**config.mk**
```make
export PLATFORM = sky130hd
export DESIGN_NAME = regfile_param
export DESIGN_NICKNAME = d
export VERILOG_FILES = /design/src/rtl/regfile_param.sv
export SDC_FILE = /design/constraint.sdc
export NUM_CORES = 1
export LEC_CHECK = 0
export BUFFER_PORTS_ARGS = -buffer_cell sky130_fd_sc_hd__buf_2
export CORE_MARGIN = 8
export CORE_UTILIZATION = 62
export CTS_CLUSTER_SIZE = 20
export DETAILED_ROUTE_END_ITERATION = 8
export PLACE_DENSITY = 0.81
export SLEW_MARGIN = 20
export SYNTH_ARGS = -nofsm -noshare
export SYNTH_HDL_FRONTEND = slang
export SYNTH_SLANG_ARGS = --single-unit
export TNS_END_PERCENT = 20
```
**constraint.sdc**
```tcl
create_clock -name clk -period 4.1 [get_ports clk]
set_input_delay 0.615 -clock clk [delete_from_list [all_inputs] [get_ports clk]]
set_output_delay 0.615 -clock clk [all_outputs]
set_load 0.02 [all_outputs]
```
**src/rtl/regfile_param.sv**
```systemverilog
// Parameterised 3-read/1-write register file that self-clears after reset, with an optional PC alias on the top register.
// Define REGFILE_BYPASS_EN to forward same-cycle write data to the read ports.
module regfile_param #(
  parameter int unsigned DATA_W   = 32,
  parameter int unsigned ADDR_W   = 4,
  parameter int unsigned PC_ALIAS = 1
) (
  input  logic              clk,
  input  logic              rst,
  input  logic [ADDR_W-1:0] A1,
  input  logic [ADDR_W-1:0] A2,
  input  logic [ADDR_W-1:0] A3,
  output logic [DATA_W-1:0] RD1,
  output logic [DATA_W-1:0] RD2,
  output logic [DATA_W-1:0] RD3,
  input  logic [ADDR_W-1:0] WA,
  input  logic [DATA_W-1:0] WD,
  input  logic              WE,
  input  logic [DATA_W-1:0] R15,
  output logic              ready
);

  localparam int unsigned      NREGS    = 2 ** ADDR_W;
  localparam logic [ADDR_W-1:0] TOP     = ADDR_W'(NREGS - 1);
  localparam bit               ALIAS_EN = (PC_ALIAS != 0);

  typedef enum logic {CLEAR, RUN} state_t;

  state_t            state;
  logic [ADDR_W-1:0] cnt;
  logic [DATA_W-1:0] regs [NREGS];
  logic              run_ok;
  logic              wr_ok;

  // Reads and writes are only live in RUN with reset released.
  assign run_ok = (state == RUN) && !rst;
  assign wr_ok  = run_ok && WE && !(ALIAS_EN && (WA == TOP));

  // Clearing sweep, state and ready; stored contents are untouched on a reset edge.
  always_ff @(posedge clk) begin
    if (rst) begin
      state <= CLEAR;
      cnt   <= '0;
      ready <= 1'b0;
    end else if (state == CLEAR) begin
      regs[cnt] <= '0;
      cnt       <= cnt + ADDR_W'(1);
      if (cnt == TOP) begin
        state <= RUN;
        ready <= 1'b1;
      end
    end else if (wr_ok) begin
      regs[WA] <= WD;
    end
  end

  function automatic logic [DATA_W-1:0] rd_port(input logic [ADDR_W-1:0] a);
    logic [DATA_W-1:0] v;
    v = '0;
    if (ALIAS_EN && (a == TOP)) begin
      v = R15;
    end else if (run_ok) begin
`ifdef REGFILE_BYPASS_EN
      if (wr_ok && (a == WA)) v = WD;
      else                    v = regs[a];
`else
      v = regs[a];
`endif
    end
    return v;
  endfunction

  always_comb begin
    RD1 = rd_port(A1);
    RD2 = rd_port(A2);
    RD3 = rd_port(A3);
  end

endmodule

```
==> flow_summary.toml <==
[run_status]
outcome = "finished clean"

[logic_synthesis]
synth_area_um2 = 29300
synth-simple-area-share_pct = 4.68
ys_async_sr_fraction_pct = 0
syn_inst = 1965
synth-compound-area-share_pct = 7.72
synth_ff_type = "edfxtp_1"
synth_fp_nets = 2049
ys_ff_latch = 518
synth_fa_ha_area_share_pct = 0.0427
avgSynthCellArea_um2 = 14.9
synthXorXnorAreaFrac_pct = 0.0896
synth_edf_count = 512
synth_warnings = 0
yosysUniqueCellTypes = 38
ys_seq_area_share_pct = 52.8
synth_top_family_by_area = "multiplexers"
synthMuxAreaShare_pct = 31.2

[detailed_routing]
drc = 0
viasPerCell = 7.70
num_vias = 21100
wl_per_cell_um = 33.6
antenna_left = 0
drt_iter0_markers = 3164
drtPass1Iterations = 8
drt_wl_total_mm = 92.1

[critical_path]
worstSetupEndpointType = "output pin"
cp.required_ns = 3.48
start_kind = "register"
critPathKind = "register to output pin"
cpMaxStageDelayCell = "dfxtp_1"
arrival_ns = 2.96
critical-path-max-stage-delay_ns = 0.55
path_cells = "nand2b_1 -> nor2_2 -> buf_4 -> nand3_1 -> o211ai_1 -> buf_2"
cp_max_fo = 32

[finish]
fin_cells = 2742
fillers = 2979
nets = 2181
layout_common_cells = "edfxtp_1 (512), mux2i_1 (481), mux4_2 (192), a22oi_1 (192), buf_2 (171)"
syn_to_final_growth_pct = 11.4
antenna-diode-count = 0
layout_commonest_cell = "edfxtp_1"
final_layout_size_suffix_gt1_share_pct = 25.9

[grt]
grtUsageTotal_pct = 33.4
antenna_found_initial = 2
first_global_vias = 21600
grt_first_pass_wirelength_mm = 135
globalRoute.totalOverflow = 0
grt_max_degree = 73

[die]
dieArea_um2 = 54500
rows = 79
fp.dieH_um = 233
die_w_um = 233
io-pin-count = 180
initial_utilization_pct = 62.9
coreArea_um2 = 46700

[placed_design]
detailed_place_hpwl_mm = 57.4
io_buffers = 179
dpl.cell_count = 2649
finalWeightedCongestion = 0.903

[power]
power_mw = 11.6
switching_share_pct = 23.6
pwr_density_cell_nw_per_um2 = 354
ir_worst_vdd_mv = 0.357
p_sw_mw = 2.73
p_seq_share_pct = 50.7
p_comb_share_pct = 9.7
p_clk_share_pct = 39.6
p_leak_nw = 12.4
p_int_mw = 8.83

[timing]
worst_pin_slew_ns = 0.978
period_share_pct = 87.2
timing_max_transition_violations_final = 0
relSlewSlack_pct = 34.8
setup_violations = 0
rsz0062_at_grt = "false"
tns_ns = 0
clock_skew_ns = 0.0150
finalHoldViolCount = 0
layout_min_cycle_time_ns = 3.58
max_freq_mhz = 280

[clocking]
clk_path_buf_depth = 3
post_cts_resized = 0
cts_root_buffer = "clkbuf_16"
postCtsSetupRepairBufs = 0
clk_pin_slew_ns = 0.06
cts_made_buffers = 52
holdBufCountCts = 0
insertion_delay_ns = 0.61
cts_tree = "done"
cts_sinks = 518
h-tree-depth = 2

[min_path]
min_path_type = "input port to register"

[run]
drv_cap = 0
power by group through the flow:
stage | registers (mW) | logic [mW] | clock network (mW)
finish | 5.85 | 1.13 | 4.58
global placement | 5.96 | 1.07 | 0
global route | 5.86 | 1.17 | 4.76
detailed placement | 5.96 | 1.09 | 0
floorplan | 5.95 | 0.762 | 0
CTS | 5.85 | 1.10 | 4.56
stage by stage:
step	cell area, µm²	utilization (%)	hold slack [ns]	setup slack, ns
after floorplan	29300	-	0.534	0.973
after global placement	31000	66.5	0.463	0.696
after detailed placement	31000	66.5	0.460	0.662
after CTS	32600	70.0	0.321	0.650
after global routing	32700	70.0	0.322	0.474
final	32700	70.0	0.335	0.524
worst max-delay path: cells and delay by family (launching register included):
| family | cells | cell delay [ns] |
|---|---|---|
| AND/OR/NAND/NOR | 3 | 0.81 |
| AO/OA/AOI/OAI | 1 | 0.23 |
| flip-flops | 1 | 0.55 |
| buffers and inverters | 2 | 0.74 |
Yosys cell counts, types with 2 or more instances:
master / count / share of area [%]
nor2_1: 28 / 0.36
xor2_1: 2 / 0.060
mux2i_1: 481 / 16
and2_1: 36 / 0.77
dfxtp_1: 6 / 0.41
buf_2: 81 / 1.4
nand2b_1: 2 / 0.043
o31a_1: 3 / 0.090
inv_1: 2 / 0.026
clkbuf_1: 54 / 0.69
a21oi_1: 5 / 0.085
and3_1: 3 / 0.064
edfxtp_1: 512 / 52
nor2_2: 2 / 0.043
a31oi_1: 2 / 0.043
buf_4: 14 / 0.36
mux4_2: 192 / 15
nand3_1: 100 / 1.7
clkbuf_4: 3 / 0.077
nand3b_1: 4 / 0.10
buf_1: 2 / 0.026
buf_6: 22 / 0.84
nor2b_1: 9 / 0.19
a22oi_1: 192 / 4.9
nand2_1: 100 / 1.3
o211ai_1: 96 / 2.5
state kept, by name (all words and copies together) (netlist names):
register,count
regs,512
cnt,4
ready,1
state,1
final timing paths:
path | start | endpoint | slack, ns | cells past startpoint
setup / recovery | state | RD1[28] | 0.52 | 6
hold reg to reg | ready | ready | 0.49 | 2
setup reg to reg | state | regs[0][12] | 1.34 | 4
hold / removal | rst | state | 0.34 | 2
cells by family after synthesis:
logic type | count (synthesis)
AOI/OAI and AO/OA | 302
and+or+nand+nor | 289
buffers and inverters | 179
xor gates and xnor gates | 3
muxes | 673
DFF | 518
adders and majority gates | 1
metal layers:
metal  vias up  wire length, µm  track usage, %
met5         -               13               0
met4         2             5030            16.9
met3       393            12600            9.33
met2      1836            43900            53.7
met1     10500            30700            41.5
li1       8370                -               -
final cells by class:
cell class | count | area, µm² | area share, %
tap | 607 | 759 | 2.32
multi-input combinational | 1268 | 13000 | 39.9
inverter | 2 | 7.51 | 0.0230
clock buffer | 61 | 1340 | 4.09
sequential | 518 | 15500 | 47.4
clock inverter | 31 | 258 | 0.789
timing repair buffer | 255 | 1780 | 5.45
No activity file was read; power rests on OpenSTA's default activity.
